===== src/rtl/and_if_if.sv =====
// and_if_if: operand/result handshake bundle for and_if (parity only with AND_IF_PARITY_EN)
interface and_if_if #(parameter int WIDTH = 4);
    logic             in_valid;
    logic             in_ready;
    logic [WIDTH-1:0] a;
    logic [WIDTH-1:0] b;
    logic [1:0]       op;
    logic             out_valid;
    logic             out_ready;
    logic [WIDTH-1:0] y;
    logic             zero;
`ifdef AND_IF_PARITY_EN
    logic             parity;
    modport master (output in_valid, a, b, op, out_ready,
                    input in_ready, out_valid, y, zero, parity);
    modport slave (input in_valid, a, b, op, out_ready,
                   output in_ready, out_valid, y, zero, parity);
`else
    modport master (output in_valid, a, b, op, out_ready,
                    input in_ready, out_valid, y, zero);
    modport slave (input in_valid, a, b, op, out_ready,
                   output in_ready, out_valid, y, zero);
`endif
endinterface


===== src/rtl/and_if.sv =====
// and_if: registered single-entry bitwise AND/OR/XOR/NAND unit; AND_IF_PARITY_EN adds a parity output
module and_if #(
    parameter int WIDTH = 4
) (
    input logic   clk,
    input logic   rst,
    and_if_if.slave bus
);
    logic [WIDTH-1:0] res;
    logic             in_fire;
    always_comb begin
        res = bus.op == 2'd0 ? bus.a & bus.b :
              bus.op == 2'd1 ? bus.a | bus.b :
              bus.op == 2'd2 ? bus.a ^ bus.b : ~(bus.a & bus.b);
    end
    assign bus.in_ready = !bus.out_valid || bus.out_ready;
    assign in_fire      = bus.in_valid && bus.in_ready;
    always_ff @(posedge clk) begin
        if (rst) begin
            bus.out_valid <= 1'b0;
            bus.y         <= '0;
            bus.zero      <= 1'b1;
        end else if (in_fire) begin
            bus.out_valid <= 1'b1;
            bus.y         <= res;
            bus.zero      <= res == '0;
        end else if (bus.out_ready) begin
            bus.out_valid <= 1'b0;
        end
    end
`ifdef AND_IF_PARITY_EN
    always_ff @(posedge clk) begin
        if (rst)
            bus.parity <= 1'b0;
        else if (in_fire)
            bus.parity <= ^res;
    end
`endif
endmodule


===== src/flat_wrapper.sv =====
// flat-port wrapper written by rule: the top's interface ports become plain ports
module and_if_flat 
#(
    parameter int WIDTH = 4
)
  (clk, rst, bus_in_valid, bus_a, bus_b, bus_op, bus_out_ready, bus_in_ready, bus_out_valid, bus_y, bus_zero);
  and_if_if #(.WIDTH(WIDTH)) bus_i ();
  input logic clk;
  input logic rst;
  input wire logic [$bits(bus_i.in_valid)-1:0] bus_in_valid;
  input wire logic [$bits(bus_i.a)-1:0] bus_a;
  input wire logic [$bits(bus_i.b)-1:0] bus_b;
  input wire logic [$bits(bus_i.op)-1:0] bus_op;
  input wire logic [$bits(bus_i.out_ready)-1:0] bus_out_ready;
  output wire logic [$bits(bus_i.in_ready)-1:0] bus_in_ready;
  output wire logic [$bits(bus_i.out_valid)-1:0] bus_out_valid;
  output wire logic [$bits(bus_i.y)-1:0] bus_y;
  output wire logic [$bits(bus_i.zero)-1:0] bus_zero;
  assign bus_i.in_valid = bus_in_valid;
  assign bus_i.a = bus_a;
  assign bus_i.b = bus_b;
  assign bus_i.op = bus_op;
  assign bus_i.out_ready = bus_out_ready;
  assign bus_in_ready = bus_i.in_ready;
  assign bus_out_valid = bus_i.out_valid;
  assign bus_y = bus_i.y;
  assign bus_zero = bus_i.zero;
  and_if #(.WIDTH(WIDTH)) u_core (.clk(clk), .rst(rst), .bus(bus_i));
endmodule

===== config.mk =====
export PLATFORM = sky130hd
export DESIGN_NAME = and_if_flat
export DESIGN_NICKNAME = d
export VERILOG_FILES = /design/src/rtl/and_if_if.sv /design/src/rtl/and_if.sv /design/src/flat_wrapper.sv
export SDC_FILE = /design/constraint.sdc
export NUM_CORES = 1
export LEC_CHECK = 0
export ABC_AREA = 1
export CORE_MARGIN = 2
export CORE_UTILIZATION = 30
export DETAILED_ROUTE_END_ITERATION = 12
export PLACE_DENSITY_LB_ADDON = 0.05
export RECOVER_POWER = 50
export SKIP_CTS_REPAIR_TIMING = 1
export SYNTH_ARGS = -nofsm -noshare
export SYNTH_HDL_FRONTEND = slang
export SYNTH_SLANG_ARGS = --single-unit

===== constraint.sdc =====
create_clock -name clk -period 1.6 [get_ports clk]
set_input_delay 0.32 -clock clk [delete_from_list [all_inputs] [get_ports clk]]
set_output_delay 0.32 -clock clk [all_outputs]
set_load 0.05 [all_outputs]

Word level (Yosys, flattened, before mapping)
Cells that the tools add are included.
Widths: inputs -> output; s select.

storage, ports and cells
  register bits = 6
  output and inout bits = 7
  logic and storage cells = 20
  bits of input ports = 14

operators by class
  equal/unequal tests = 2
  reductions and logical operators = 6
  bitwise logic cells = 4
  muxes and demuxes = 5

operators with widths
  kind                count
  $mux 4              3
  $and 4x4->4         1
  $logic_not 4->1     1
  $not 4->4           1
  $or 4x4->4          1
  $xor 4x4->4         1
  $eq 2x1->1 const B  1
  $eq 2x2->1 const B  1
  $logic_not 2->1     1
  $mux 1              2
  $reduce_bool 2->1   1
  $logic_and 1x1->1   1
  $logic_not 1->1     1
  $logic_or 1x1->1    1

Depth between registers and ports, before layout
  depth in word-level cells = 6
  gate-level depth with buffers = 10
  mapped depth without buffers = 10

Worst setup path after synthesis
OpenSTA, ideal clock, no wires.

  kind = reg2reg
  from = reg u_core.bus.out_valid
  to = reg u_core.bus.y[0]
  cell stages (with the launch flop) = 8
  path slack = 0.076 ns
  required time = 1.487 ns
  setup time = 0.113 ns
  clock period less this slack = 1.524 ns
  arrival = 1.411 ns
  path buffers = 0
  cell sequence = dfxtp_1 -> nand2_2 -> nand2_2 -> inv_2 -> nor2_1 -> nor2_1 -> o21ai_1 -> inv_1

between the ends
  cells in the longest elaborated chain, start to end = 3

RTL lines
  element                   RTL line            text
  start: declaration        and_if_if.sv:22     output in_ready, out_valid, y, zero);
  start signal: assignment  and_if.sv:20        bus.out_valid <= 1'b0;
  start signal: assignment  and_if.sv:24        bus.out_valid <= 1'b1;
  start signal: assignment  and_if.sv:28        bus.out_valid <= 1'b0;
  $logic_not 1->1           and_if.sv:16        assign bus.in_ready = !bus.out_valid || bus.out_ready;
  $logic_or 1x1->1          and_if.sv:16
  named net bus_in_ready    flat_wrapper.sv:15  output wire logic [$bits(bus_i.in_ready)-1:0] bus_in_ready;
  $logic_and 1x1->1         and_if.sv:17        assign in_fire = bus.in_valid && bus.in_ready;
  end signal: assignment    and_if.sv:25        bus.y <= res;
  end: declaration          and_if_if.sv:22

The timed path passes the listed nets, and every way through them passes these cells.
A chain may end at the register's enable or synchronous reset.

Final worst setup path
  from = in bus_out_ready
  to = out bus_in_ready

between the ends
  cells in the longest elaborated chain, start to end = 1

RTL lines
  element             RTL line            text
  start: declaration  flat_wrapper.sv:14  input wire logic [$bits(bus_i.out_ready)-1:0] bus_out_ready;
  $logic_or 1x1->1    and_if.sv:16
  end: declaration    flat_wrapper.sv:15

No other way between the ends.

==> results by group <==
Clock network
  – Maximum root-to-sink buffer count: 2
  – Total clock sinks: 6
  – CTS clk-pin slew, worst paths: 0.04 ns
  – Insertion delay of the later-clocked pin in the worst-skew pair: 0.24 ns
  – Clock tree from TritonCTS: yes
  – Clock buffer count from CTS: 3
  – # H-tree levels: 1
  – Clock root buffer master: sky130_fd_sc_hd__clkbuf_4

Timing
  – Worst slew margin relative to its limit: 60.5%
  – Pins Over Slew Limit: 0
  – Post-layout min period: 1.44 ns
  – Number of hold violations in the final report: 0
  – Peak Freq: 0.694 GHz
  – Period utilisation layout: 90.1%
  – RSZ-0062 raised after global routing: false
  – Number of failing setup endpoints in the final timing report: 0
  – Least-Margin Pin Slew: 0.595 ns
  – Setup WS post-layout: 0.159 ns
  – Clk_skew: 0.000627 ns

Critical path
  – Cell breakdown of the critical path: clkdlybuf4s50_1, inv_2, nand2_2, buf_4, buf_12
  – Sort of element at the start of the critical path: input port
  – Count of buffering cells on the critical path with inverters included: 4
  – Worst EP required: 1.28 ns
  – Top fanout value on the critical path: 2
  – Top Family by Delay on Critical Path: buffers and inverters
  – WS Path Type: in2out
  – Worst path slowest cell: sky130_fd_sc_hd__clkdlybuf4s50_1
  – Highest cell delay on the worst timing path: 0.47 ns
  – Signal arrival time at the worst endpoint: 1.12 ns
  – Kind of end point of the critical path: primary output

Yosys
  – Prevailing post-synth register cell: sky130_fd_sc_hd__dfxtp_1
  – Post-Syn Area: 554 um2
  – Simple-gate share of the synthesized area: 33.9%
  – Share of synthesized area spent on multiplexers: 0%
  – Register bit total from synthesis: 6
  – Number of unique standard cell types used by synthesis: 16
  – Sequential share of the synthesized area: 21.7%
  – Average size of a mapped cell: 6.60 um2
  – Count leader, synth: sky130_fd_sc_hd__nand2_1
  – Adder and majority cell fraction of the synthesized area: 18.1%
  – Biggest area contributors in the synthesized netlist: sky130_fd_sc_hd__dfxtp_1, sky130_fd_sc_hd__ha_1, sky130_fd_sc_hd__nand2_1
  – Mapped Nets: 106
  – Number of enable flip-flop cells after synthesis: 0
  – Fraction of post-synthesis cell area in the top cell type by area: 21.7%
  – Cell count after synthesis: 84
  – Post-synth top cells: sky130_fd_sc_hd__nand2_1, sky130_fd_sc_hd__inv_1, sky130_fd_sc_hd__nand3_1
  – Synthesized-area fraction occupied by ao, oa, aoi and oai cells: 8.13%
  – Area share of xor/xnor cells in the synthesized design: 0%
  – Async S/R FF share, synth: 0%
  – Ys Warns: 0
  – Cell type contributing the most total cell area after synthesis: sky130_fd_sc_hd__dfxtp_1
  – Combinational family with the most area after synthesis: simple AND/OR/NAND/NOR gates

Route
  – Post-DR vias/cell: 4.18
  – Total number of vias: 568
  – Post-Route WL: 1.15 mm
  – Post-route DRC violation count: 0
  – Number of DRC markers after the initial detailed-route iteration: 9
  – Residual antenna-violating net count after detailed routing: 0
  – First-pass iteration count of the detailed router: 4
  – Average detailed-routed wire length per instance: 8.46 um

GRT
  – First-pass GRT wire length: 1.93 mm
  – Vias in the first global route: 515
  – Gr ovfl total: 0
  – Antenna violations before repair: 0
  – Pin count of the biggest net entering global routing: 9
  – Total Routing Usage GR: 12.6%

Final layout
  – Ratio of cells with drive above 1 in the final layout: 18.9%
  – Layout Area Growth over Synthesis: 45.1%
  – Final core utilization: 46.6%
  – Post-route cell area: 805 um2
  – Layout Nets: 135
  – Antenna Diode Count: 0

Floorplan
  – Core footprint: 1730 um2
  – Chip width: 47.0 um
  – Count of boundary I/O pins: 21
  – Starting density of the core: 32.1%
  – Die outline height: 47.0 um
  – Total number of placement rows: 15
  – Die area: 2210 um2

Power
  – Combinational Power Share: 40.0%
  – Seq pwr share: 33.0%
  – Clock power frac: 27.0%
  – VDD IR-drop max: 0.461 mV
  – Internal power summed over all cells: 0.000330 W
  – P per Cell Area: 637 nW/um2
  – Net switching power: 0.000182 W
  – Sw frac: 35.5%
  – Leakage power of the design: 0.422 nW

Status
  – Outcome: finished, final reports clean

Place
  – Port bufs: 20
  – Area of placed instances: 803 um2
  – Placer congestion estimate: 0.703
  – Pre-CTS setup slack: -0.0895 ns
  – Half-perimeter wire length after placement: 941 um

Flow run
  – Max cap viols: 0

Worst hold path
  – Tightest Hold Check Type: reg2reg
[logic make-up after synthesis]
group                    Yosys count
AND/OR/NAND/NOR                   40
buffers and inverters             21
adder cells (fa/ha/maj)            8
flip-flops                         6
AO/OA/AOI/OAI                      9
[cells in the final DEF, fill, tap and decap left out, types with 4 or more instances in the layout]
master and count:
sky130_fd_sc_hd__nor2_1 6, sky130_fd_sc_hd__inv_1 14, sky130_fd_sc_hd__clkdlybuf4s50_1 13, sky130_fd_sc_hd__ha_1 8, sky130_fd_sc_hd__dfxtp_1 6, sky130_fd_sc_hd__a21oi_1 4
sky130_fd_sc_hd__o21ai_1 5, sky130_fd_sc_hd__nand2_1 20, sky130_fd_sc_hd__buf_4 7, sky130_fd_sc_hd__clkbuf_1 5, sky130_fd_sc_hd__nand3_1 9
[path summary, 6_finish.rpt]
check / cells after the start / slack [ns] / end / startpoint
max: 5 / 0.16 / bus_in_ready / bus_out_ready
min: 2 / 0.46 / u_core.bus.zero$_SDFFE_PP1P_ / u_core.bus.zero$_SDFFE_PP1P_
max reg2reg: 5 / 0.54 / u_core.bus.y[2]$_SDFFE_PP0P_ / u_core.bus.out_valid$_SDFFE_PP0P_
min reg2reg: 2 / 0.46 / u_core.bus.zero$_SDFFE_PP1P_ / u_core.bus.zero$_SDFFE_PP1P_
[routing by layer]
layer	track usage (%)	vias to the layer above	share of wire, %
met4	0	0	0
met5	0	-	0
met3	8.46	0	8.5
met1	15.0	235	50
li1	-	313	-
met2	20.3	20	41
[worst reg2reg max path, delay by kind of cell (launching register included)]
kind	cells	cell delay [ns]
and+or+nand+nor	4	0.46
AOI/OAI and AO/OA	1	0.17
DFF	1	0.31
[state kept, by name, indices dropped and copies added, names as in the netlist]
name	count
u_core.bus.zero	1
u_core.bus.out_valid	1
u_core.bus.y	4
[area by class of cell]
type / instances / area [um2]
repair buffers: 26 / 221
inverters: 19 / 78.8
fillers: 192 / 922
clock buffers: 3 / 22.5
well taps: 25 / 31.3
multi-input cells: 57 / 330
flip-flops and latches: 6 / 120
[power groups by stage]
stage | logic [W] | registers (W) | clock network [W]
finish | 0.000205 | 0.000169 | 0.000138
CTS | 0.000217 | 0.000170 | 0.000147
floorplan | 0.0000891 | 0.000215 | 0
global route | 0.000228 | 0.000170 | 0.000163
detailed placement | 0.000216 | 0.000172 | 0
global placement | 0.000214 | 0.000172 | 0
[per-stage QoR]
step | power, W | instances | TNS [ns] | hold WS [ns]
floorplan | 0.000305 | 84 | 0 | 0.389
global placement | 0.000386 | 133 | -0.225 | 0.455
detailed placement | 0.000389 | 133 | -0.284 | 0.457
CTS | 0.000534 | 136 | 0 | 0.469
global route | 0.000561 | 136 | 0 | 0.491
finish | 0.000512 | 136 | 0 | 0.462
(Power assumes the default switching activity.)
